**src/rtl/calc_exec_ctrl.sv**
```systemverilog
// Execution sequencer for the keypad calculator: captures BCD operands, runs add/sub/
// shift-add multiply, converts the binary result to four BCD digits via double-dabble.
module calc_exec_ctrl #(
  parameter int BIN_W = 14,
  parameter int OPR_W = 7
) (
  input  logic       clk,
  input  logic       rst_n,
  input  logic       start,
  input  logic       abort,
  input  logic [3:0] a_tens,
  input  logic [3:0] a_ones,
  input  logic [3:0] b_tens,
  input  logic [3:0] b_ones,
  input  logic [1:0] op,
  output logic       busy,
  output logic       done,
  output logic [3:0] d3,
  output logic [3:0] d2,
  output logic [3:0] d1,
  output logic [3:0] d0,
  output logic       neg,
  output logic       err
);

  typedef enum logic [2:0] {IDLE, LOAD, EXEC, CONV, DONE} state_t;

  localparam int CW = $clog2(BIN_W + 1);

  state_t             state, state_nxt;
  logic [3:0]         cap_at, cap_ao, cap_bt, cap_bo;
  logic [1:0]         cap_op;
  logic [BIN_W-1:0]   mcand;
  logic [OPR_W-1:0]   mplier;
  logic [BIN_W-1:0]   r;
  logic [15:0]        bcd;
  logic [15:0]        bcd_adj;
  logic [15:0]        conv_next;
  logic [15:0]        res;
  logic               neg_pend;
  logic [CW-1:0]      cnt;
  logic               bad;
  logic [OPR_W-1:0]   a_val, b_val;

  always_comb begin
    bad   = (cap_at > 4'd9) || (cap_ao > 4'd9) || (cap_bt > 4'd9) ||
            (cap_bo > 4'd9) || (cap_op == 2'd3);
    a_val = OPR_W'(cap_at) * OPR_W'(10) + OPR_W'(cap_ao);
    b_val = OPR_W'(cap_bt) * OPR_W'(10) + OPR_W'(cap_bo);
  end

  // Double-dabble step: add 3 to any nibble >= 5 before the shift.
  always_comb begin
    bcd_adj = bcd;
    for (int unsigned i = 0; i < 4; i++) begin
      if (bcd[i*4 +: 4] >= 4'd5) bcd_adj[i*4 +: 4] = bcd[i*4 +: 4] + 4'd3;
    end
    conv_next = {bcd_adj[14:0], r[BIN_W-1]};
  end

  always_ff @(posedge clk) begin
    if (!rst_n) state <= IDLE;
    else        state <= state_nxt;
  end

  always_comb begin
    state_nxt = state;
    case (state)
      IDLE: if (start) state_nxt = LOAD;
      LOAD: state_nxt = bad ? DONE : EXEC;
      EXEC: if (cap_op != 2'd2 || cnt == CW'(OPR_W - 1)) state_nxt = CONV;
      CONV: if (cnt == CW'(BIN_W - 1)) state_nxt = DONE;
      DONE: state_nxt = IDLE;
      default: state_nxt = IDLE;
    endcase
    if (abort && state != IDLE) state_nxt = IDLE;
  end

  always_comb begin
    busy = (state != IDLE);
    done = (state == DONE);
  end

  always_ff @(posedge clk) begin
    if (!rst_n) begin
      cap_at   <= '0;
      cap_ao   <= '0;
      cap_bt   <= '0;
      cap_bo   <= '0;
      cap_op   <= '0;
      mcand    <= '0;
      mplier   <= '0;
      r        <= '0;
      bcd      <= '0;
      neg_pend <= 1'b0;
      cnt      <= '0;
      res      <= '0;
      neg      <= 1'b0;
      err      <= 1'b0;
    end else begin
      case (state)
        IDLE: if (start) begin
          cap_at <= a_tens;
          cap_ao <= a_ones;
          cap_bt <= b_tens;
          cap_bo <= b_ones;
          cap_op <= op;
        end
        LOAD: begin
          mcand    <= BIN_W'(a_val);
          mplier   <= b_val;
          r        <= '0;
          bcd      <= '0;
          neg_pend <= 1'b0;
          cnt      <= '0;
        end
        EXEC: begin
          case (cap_op)
            2'd0: r <= mcand + BIN_W'(mplier);
            2'd1: begin
              if (mcand < BIN_W'(mplier)) begin
                r        <= BIN_W'(mplier) - mcand;
                neg_pend <= 1'b1;
              end else begin
                r <= mcand - BIN_W'(mplier);
              end
            end
            default: begin
              r      <= r + (mplier[0] ? mcand : '0);
              mcand  <= mcand << 1;
              mplier <= mplier >> 1;
            end
          endcase
          cnt <= (state_nxt == CONV) ? '0 : cnt + CW'(1);
        end
        CONV: begin
          bcd <= conv_next;
          r   <= r << 1;
          cnt <= cnt + CW'(1);
        end
        default: ;
      endcase
      // Results land on the edge entering DONE; abort never gets here.
      if (state_nxt == DONE && state != DONE) begin
        if (state == LOAD) begin
          res <= '0;
          neg <= 1'b0;
          err <= 1'b1;
        end else begin
          res <= conv_next;
          neg <= neg_pend;
          err <= 1'b0;
        end
      end
    end
  end

  assign d3 = res[15:12];
  assign d2 = res[11:8];
  assign d1 = res[7:4];
  assign d0 = res[3:0];

endmodule

```
**config.mk**
```make
export PLATFORM = sky130hd
export DESIGN_NAME = calc_exec_ctrl
export DESIGN_NICKNAME = d
export VERILOG_FILES = /design/src/rtl/calc_exec_ctrl.sv
export SDC_FILE = /design/constraint.sdc
export NUM_CORES = 1
export LEC_CHECK = 0
export BUFFER_PORTS_ARGS = -buffer_cell sky130_fd_sc_hd__buf_4
export CELL_PAD_IN_SITES_DETAIL_PLACEMENT = 1
export CELL_PAD_IN_SITES_GLOBAL_PLACEMENT = 2
export CORE_ASPECT_RATIO = 1.4
export CORE_MARGIN = 8
export CORE_UTILIZATION = 23
export DETAILED_ROUTE_END_ITERATION = 10
export MAX_ROUTING_LAYER = met4
export PLACE_DENSITY_LB_ADDON = 0.25
export SLEW_MARGIN = 20
export SYNTH_ARGS = -nofsm -noshare
export SYNTH_HDL_FRONTEND = slang
export SYNTH_SLANG_ARGS = --single-unit
```
**constraint.sdc**
```tcl
create_clock -name clk -period 3.09 [get_ports clk]
set_input_delay 0.309 -clock clk [delete_from_list [all_inputs] [get_ports clk]]
set_output_delay 0.309 -clock clk [all_outputs]
set_load 0.02 [all_outputs]
```
Word level (Yosys, flattened, before mapping)
Index checks and enable logic that the tools add are counted.
Operators by class
  order comparisons: 9
  bitwise logic cells: 0
  multiplexer cells: 27
  div/mod/pow operators: 0
  equal/unequal tests: 15
  shift operators: 0
  multipliers: 2
  reductions and logical operators: 17
  add/subtract/negate cells: 11
Operators with widths (count)
  14-bit case mux with 2 select lines: 2
  14-bit 2-to-1 mux: 3
  14-bit case mux with 3 select lines: 1
  16-bit case mux with 2 select lines: 1
  3-bit 2-to-1 mux: 6
  4-bit by 3-bit greater-or-equal comparator with 1-bit output, second input constant: 4
  4-bit greater-than comparator, second input constant: 4
  16-bit 2-to-1 mux: 1
  4-bit 2-to-1 mux: 4
  14-bit adder: 1
  14-bit by 7-bit adder with 14-bit output: 1
  7-bit by 4-bit adder with 7-bit output: 2
  14-bit by 7-bit less-than comparator with 1-bit output: 1
  7-bit case mux with 2 select lines: 1
  14-bit by 7-bit subtractor with 14-bit output: 1
  7-bit by 14-bit subtractor with 14-bit output: 1
  4-bit by 2-bit adder with 4-bit output, second input constant: 3
  4-bit by 3-bit multiplier with 6-bit output, second input constant: 2
  3-bit case mux with 4 select lines: 1
  4-bit case mux with 3 select lines: 1
  3-bit by 2-bit == test with 1-bit output, second input constant: 3
  7-bit 2-to-1 mux: 1
  3-bit == test, second input constant: 2
  2-bit != test, second input constant: 3
  20 further kinds: 31
Word-level totals
  input port bits: 22
  memory bits (writable): 0
  memories kept: 0
  register bits: 95
  bits in latches: 0
  memory bits (read-only): 0
  output and inout bits: 20

Logic depth before layout (Yosys ltp)
  depth in word-level cells: 11
  mapped depth: 12
  depth with buffers taken out: 11

Least setup slack after synthesis
No wires, ideal clock.
  path kind: flip-flop to flip-flop
  start point: reg mplier[0]
  end point: reg r[3]
  period minus slack after synthesis: 2.647 ns
  path slack: 0.443 ns
  buffers on the path: 1
  data required time: 2.958 ns
  cell stages (with the launch flop): 12
  library setup time: 0.132 ns
  data arrival time: 2.515 ns
  cell sequence: dfxtp_1 > ha_1 > inv_1 > fa_1 > a211oi_1 > o21ai_1 > a21oi_2 > buf_6 > mux2_2 > xor2_1 > o31ai_1 > a21oi_1
Between the ends
  word-level cells in the longest chain between the ends: 4
  elaborated cells between the ends (all ways): 9
Ends and longest elaborated chain
  start: declaration: line 34  | logic [OPR_W-1:0] mplier;
  start signal: assignment: line 111  | mplier <= b_val;
  start signal: assignment: line 131  | mplier <= mplier >> 1;
  14-bit 2-to-1 mux (tied with other cells): line 129  | r <= r + (mplier[0] ? mcand : '0);
  14-bit adder / 14-bit 2-to-1 mux (equally long branches): line 129, 121
  14-bit case mux with 2 select lines *: line 118  | case (cap_op)
  14-bit case mux with 3 select lines *: line 101  | case (state)
  end signal: assignment: line 119  | 2'd0: r <= mcand + BIN_W'(mplier);
  end signal: assignment: line 122  | r <= BIN_W'(mplier) - mcand;
  end signal: assignment: line 129
  end: declaration: line 35  | logic [BIN_W-1:0] r;
Mark *: on every way between the ends. The rest lies on a longest branch, timed or not.
A chain may end at the register's enable or synchronous reset.

Final worst setup path
  start point: reg mcand[0]
  end point: reg r[6]
Between the ends
  word-level cells in the longest chain between the ends: 4
  elaborated cells between the ends (all ways): 9
Ends and longest elaborated chain
  start: declaration: line 33  | logic [BIN_W-1:0] mcand;
  start signal: assignment: line 110  | mcand <= BIN_W'(a_val);
  start signal: assignment: line 130  | mcand <= mcand << 1;
  14-bit 2-to-1 mux (tied with other cells): line 129
  14-bit adder / 14-bit 2-to-1 mux (equally long branches): line 129, 121
  14-bit case mux with 2 select lines *: line 118
  14-bit case mux with 3 select lines *: line 101
Marks and branches as above.

==> impl_metrics.toml <==
[power_and_ir_drop]
combPwrFrac_pct = 27.2
clkPwrFrac_pct = 34.5
p_leak_nw = 3.03
sw_frac_of_total_pct = 33.5
power_mw = 3.43
intPower_mw = 2.28
ir_worst_vdd_v = 0.000236
power_density_mw_per_mm2 = 441
p_sw_mw = 1.15
seq_power_share_pct = 38.4

[setup_path]
path_cells = "inv_1 -> ha_1 -> inv_1 -> fa_1 -> a211oi_2 -> buf_4 -> o21ai_1 -> a21oi_2 -> buf_4 -> mux2i_1 -> xnor2_1 -> and2_1 -> o41ai_1"
critPathLaunchType = "register"
path_delay_family = "compound AO/OA/AOI/OAI gates"
required_ps = 3350
cp_slowest_stage_delay_ps = 410
cp-startpoint = "mcand[0]"
cp-end-kind = "register"
critical_path_class = "reg -> reg"
crit_buf_inv = 4
reg2reg_depth = 13
slowest_stage = "fa_1"
path_max_fanout = 4
r2r-start = "mcand[0]"
path_depth = 13
arrival_ps = 3080

[yosys]
syn-num-nets = 939
syn_area_mm2 = 0.00660
synth-seq-cells = 95
yosysWarningCount = 0
syn_inst = 852
synth_edf_count = 0
syn_avg_cell_area_um2 = 7.75
async_reset_ff_share_pct = 0
ys_types = 65
synthFlopType = "dfxtp_1"
yosysSeqAreaShare_pct = 28.8
yosys.area.top_type = "dfxtp_1"
synth_area_leaders = "dfxtp_1 (29%), ha_1 (11%), a21oi_1 (7.6%)"
synth_top_area_share_pct = 28.8

[cells_and_area]
diodes = 0
fin_area_mm2 = 0.00777
nets = 980
post-route-util_pct = 27.4
area_growth_pct = 17.6
final_layout_size_suffix_gt1_share_pct = 13.1

[worst_hold_path]
hold_path.class = "in -> reg"
worst_hold_startpoint = "abort"
hold_depth = 2

[cts]
cts_setup_buffers = 0
h-tree-depth = 3
cts_buffers = 9
tritoncts = "yes"
cts_hold_buf = 0
cts_root_buffer = "clkbuf_16"
cts_buffer_depth = 2
clkTransAtPathRegs_ps = 70
clk_latency_ps = 360
cts_sinks = 95

[detailed_routing]
wire_per_inst_um = 17.3
viasPerCell = 4.77
drcViolationCount = 0
wirelength_um = 22100
dr.pass1.iters = 4
ant_nets = 0
vias = 6072
drt_iter0_drc = 172

[global_routing]
antenna_found_initial = 0
track_usage_pct = 13.5
grt_max_degree = 41
grt_pass1_wl_um = 36000
grt_pass1_vias = 6373
grt-ovfl-total = 0

[timing]
maxSlewHeadroom_pct = 52.0
grt_setup_unrepaired = "false"
tns_ps = 0
max_freq_ghz = 0.355
finalCritPeriodShare_pct = 91.1
tightest_slew_ps = 718
slew_viol_final = 0
finalSetupViolCount = 0
period_minus_slack_ps = 2820
final-hold-violation-count = 0
clock_skew_ps = 10.2

[placement]
routabilityCongestion = 0.786
hpwl_um = 17100
placed_area_mm2 = 0.00746
port-buffer-count = 41

[floorplan]
dieHeight_um = 216
die_w_um = 159
initial_core_util_pct = 23.3
io_pins = 42
coreArea_mm2 = 0.0283
num_rows = 73
die_area_mm2 = 0.0345

[flow_run]
drv_cap = 0

[status]
outcome = "completed"
-- cell usage after synthesis, types with 12 or more instances --
library cell	count
inv_1	46
xor2_1	19
xnor2_1	23
clkbuf_1	34
nor3_1	23
a22oi_1	17
and2_1	12
nor2b_1	13
nand2_1	82
nand3_1	14
nand2b_1	14
a211oi_1	15
nor2_1	100
dfxtp_1	95
ha_1	57
a21oi_1	100
o211ai_1	13
o21ai_0	34
-- per-stage QoR --
step	hold slack [ps]	setup slack (ps)	cells
2_1_floorplan	399	443	852
3_5_place_dp	461	172	1257
5_1_grt	158	38.6	1273
4_1_cts	151	165	1273
6_report	166	275	1273
3_3_place_gp	450	255	1257
-- metal layers --
| metal | part of all wire [%] | GRT usage, % | up-vias |
|---|---|---|---|
| met2 | 52 | 24.3 | 43 |
| met5 | 0 | - | - |
| li1 | - | - | 3066 |
| met1 | 45 | 15.3 | 2950 |
| met3 | 1.7 | 1.92 | 13 |
| met4 | 1.2 | 3.47 | 0 |
-- cells in the final DEF, fill, tap and decap left out, types with 19 or more instances in the layout --
cell type  count
a21oi_1      100
buf_4         81
dfxtp_1       95
ha_1          57
inv_1         45
nand2_1       82
nor2_1        99
nor3_1        23
o21ai_0       34
xnor2_1       23
xor2_1        19
-- sequential cells by signal, indices dropped and copies added (netlist names), 4 cells and up --
| signal | count |
|---|---|
| cap_at | 4 |
| mcand | 14 |
| cap_bo | 4 |
| cap_ao | 4 |
| res | 16 |
| mplier | 7 |
| bcd | 16 |
| r | 14 |
| cnt | 4 |
| cap_bt | 4 |
-- kinds of logic (layout without fill, tap and decap cells) --
logic type | after synthesis | count (layout) | synth area share (%)
XOR/XNOR | 42 | 42 | 5.57
multiplexers | 10 | 10 | 1.63
AND/OR/NAND/NOR | 290 | 290 | 20.5
AO/OA/AOI/OAI | 253 | 253 | 24.4
flip-flops | 95 | 95 | 28.8
buffers and inverters | 97 | 143 | 5.91
adder cells (fa/ha/maj) | 65 | 65 | 13.2
-- timing repair --
action                                 4_1_cts  5_1_grt
resized for setup                            0        1
endpoints found under the hold margin        0        0
setup endpoints to repair                    0        5
-- power groups by stage --
stage | sequential [mW] | combinational [mW] | clock, mW
2_1_floorplan | 1.33 | 0.633 | 0
3_3_place_gp | 1.34 | 0.939 | 0
3_5_place_dp | 1.34 | 0.942 | 0
4_1_cts | 1.32 | 0.946 | 1.24
5_1_grt | 1.32 | 1.05 | 1.29
6_report | 1.31 | 0.931 | 1.18
-- worst reg2reg max path: stages, from the launching register on --
cell	delay [ps]
dfxtp_1	350
inv_1	90
ha_1	160
inv_1	50
fa_1	410
a211oi_2	220
buf_4	140
o21ai_1	110
a21oi_2	300
buf_4	180
mux2i_1	220
xnor2_1	90
and2_1	160
o41ai_1	220
-- cell type report --
type	count	area, um^2
clock buffers	10	229
repair buffers	81	608
clock inverters	6	68.8
flip-flops and latches	95	1900
fillers	3514	20500
inverters	46	173
well taps	375	469
multi-input cells	660	4320
-- path summary, 6_finish.rpt --
| check | to | slack, ps |
|---|---|---|
| worst max-delay path | r[6] | 270 |
| worst min-delay path | state[1] | 170 |
| worst max register to register | r[6] | 270 |
| worst min register to register | cap_bo[0] | 470 |
Note: power is estimated with default switching activity, not from simulation.
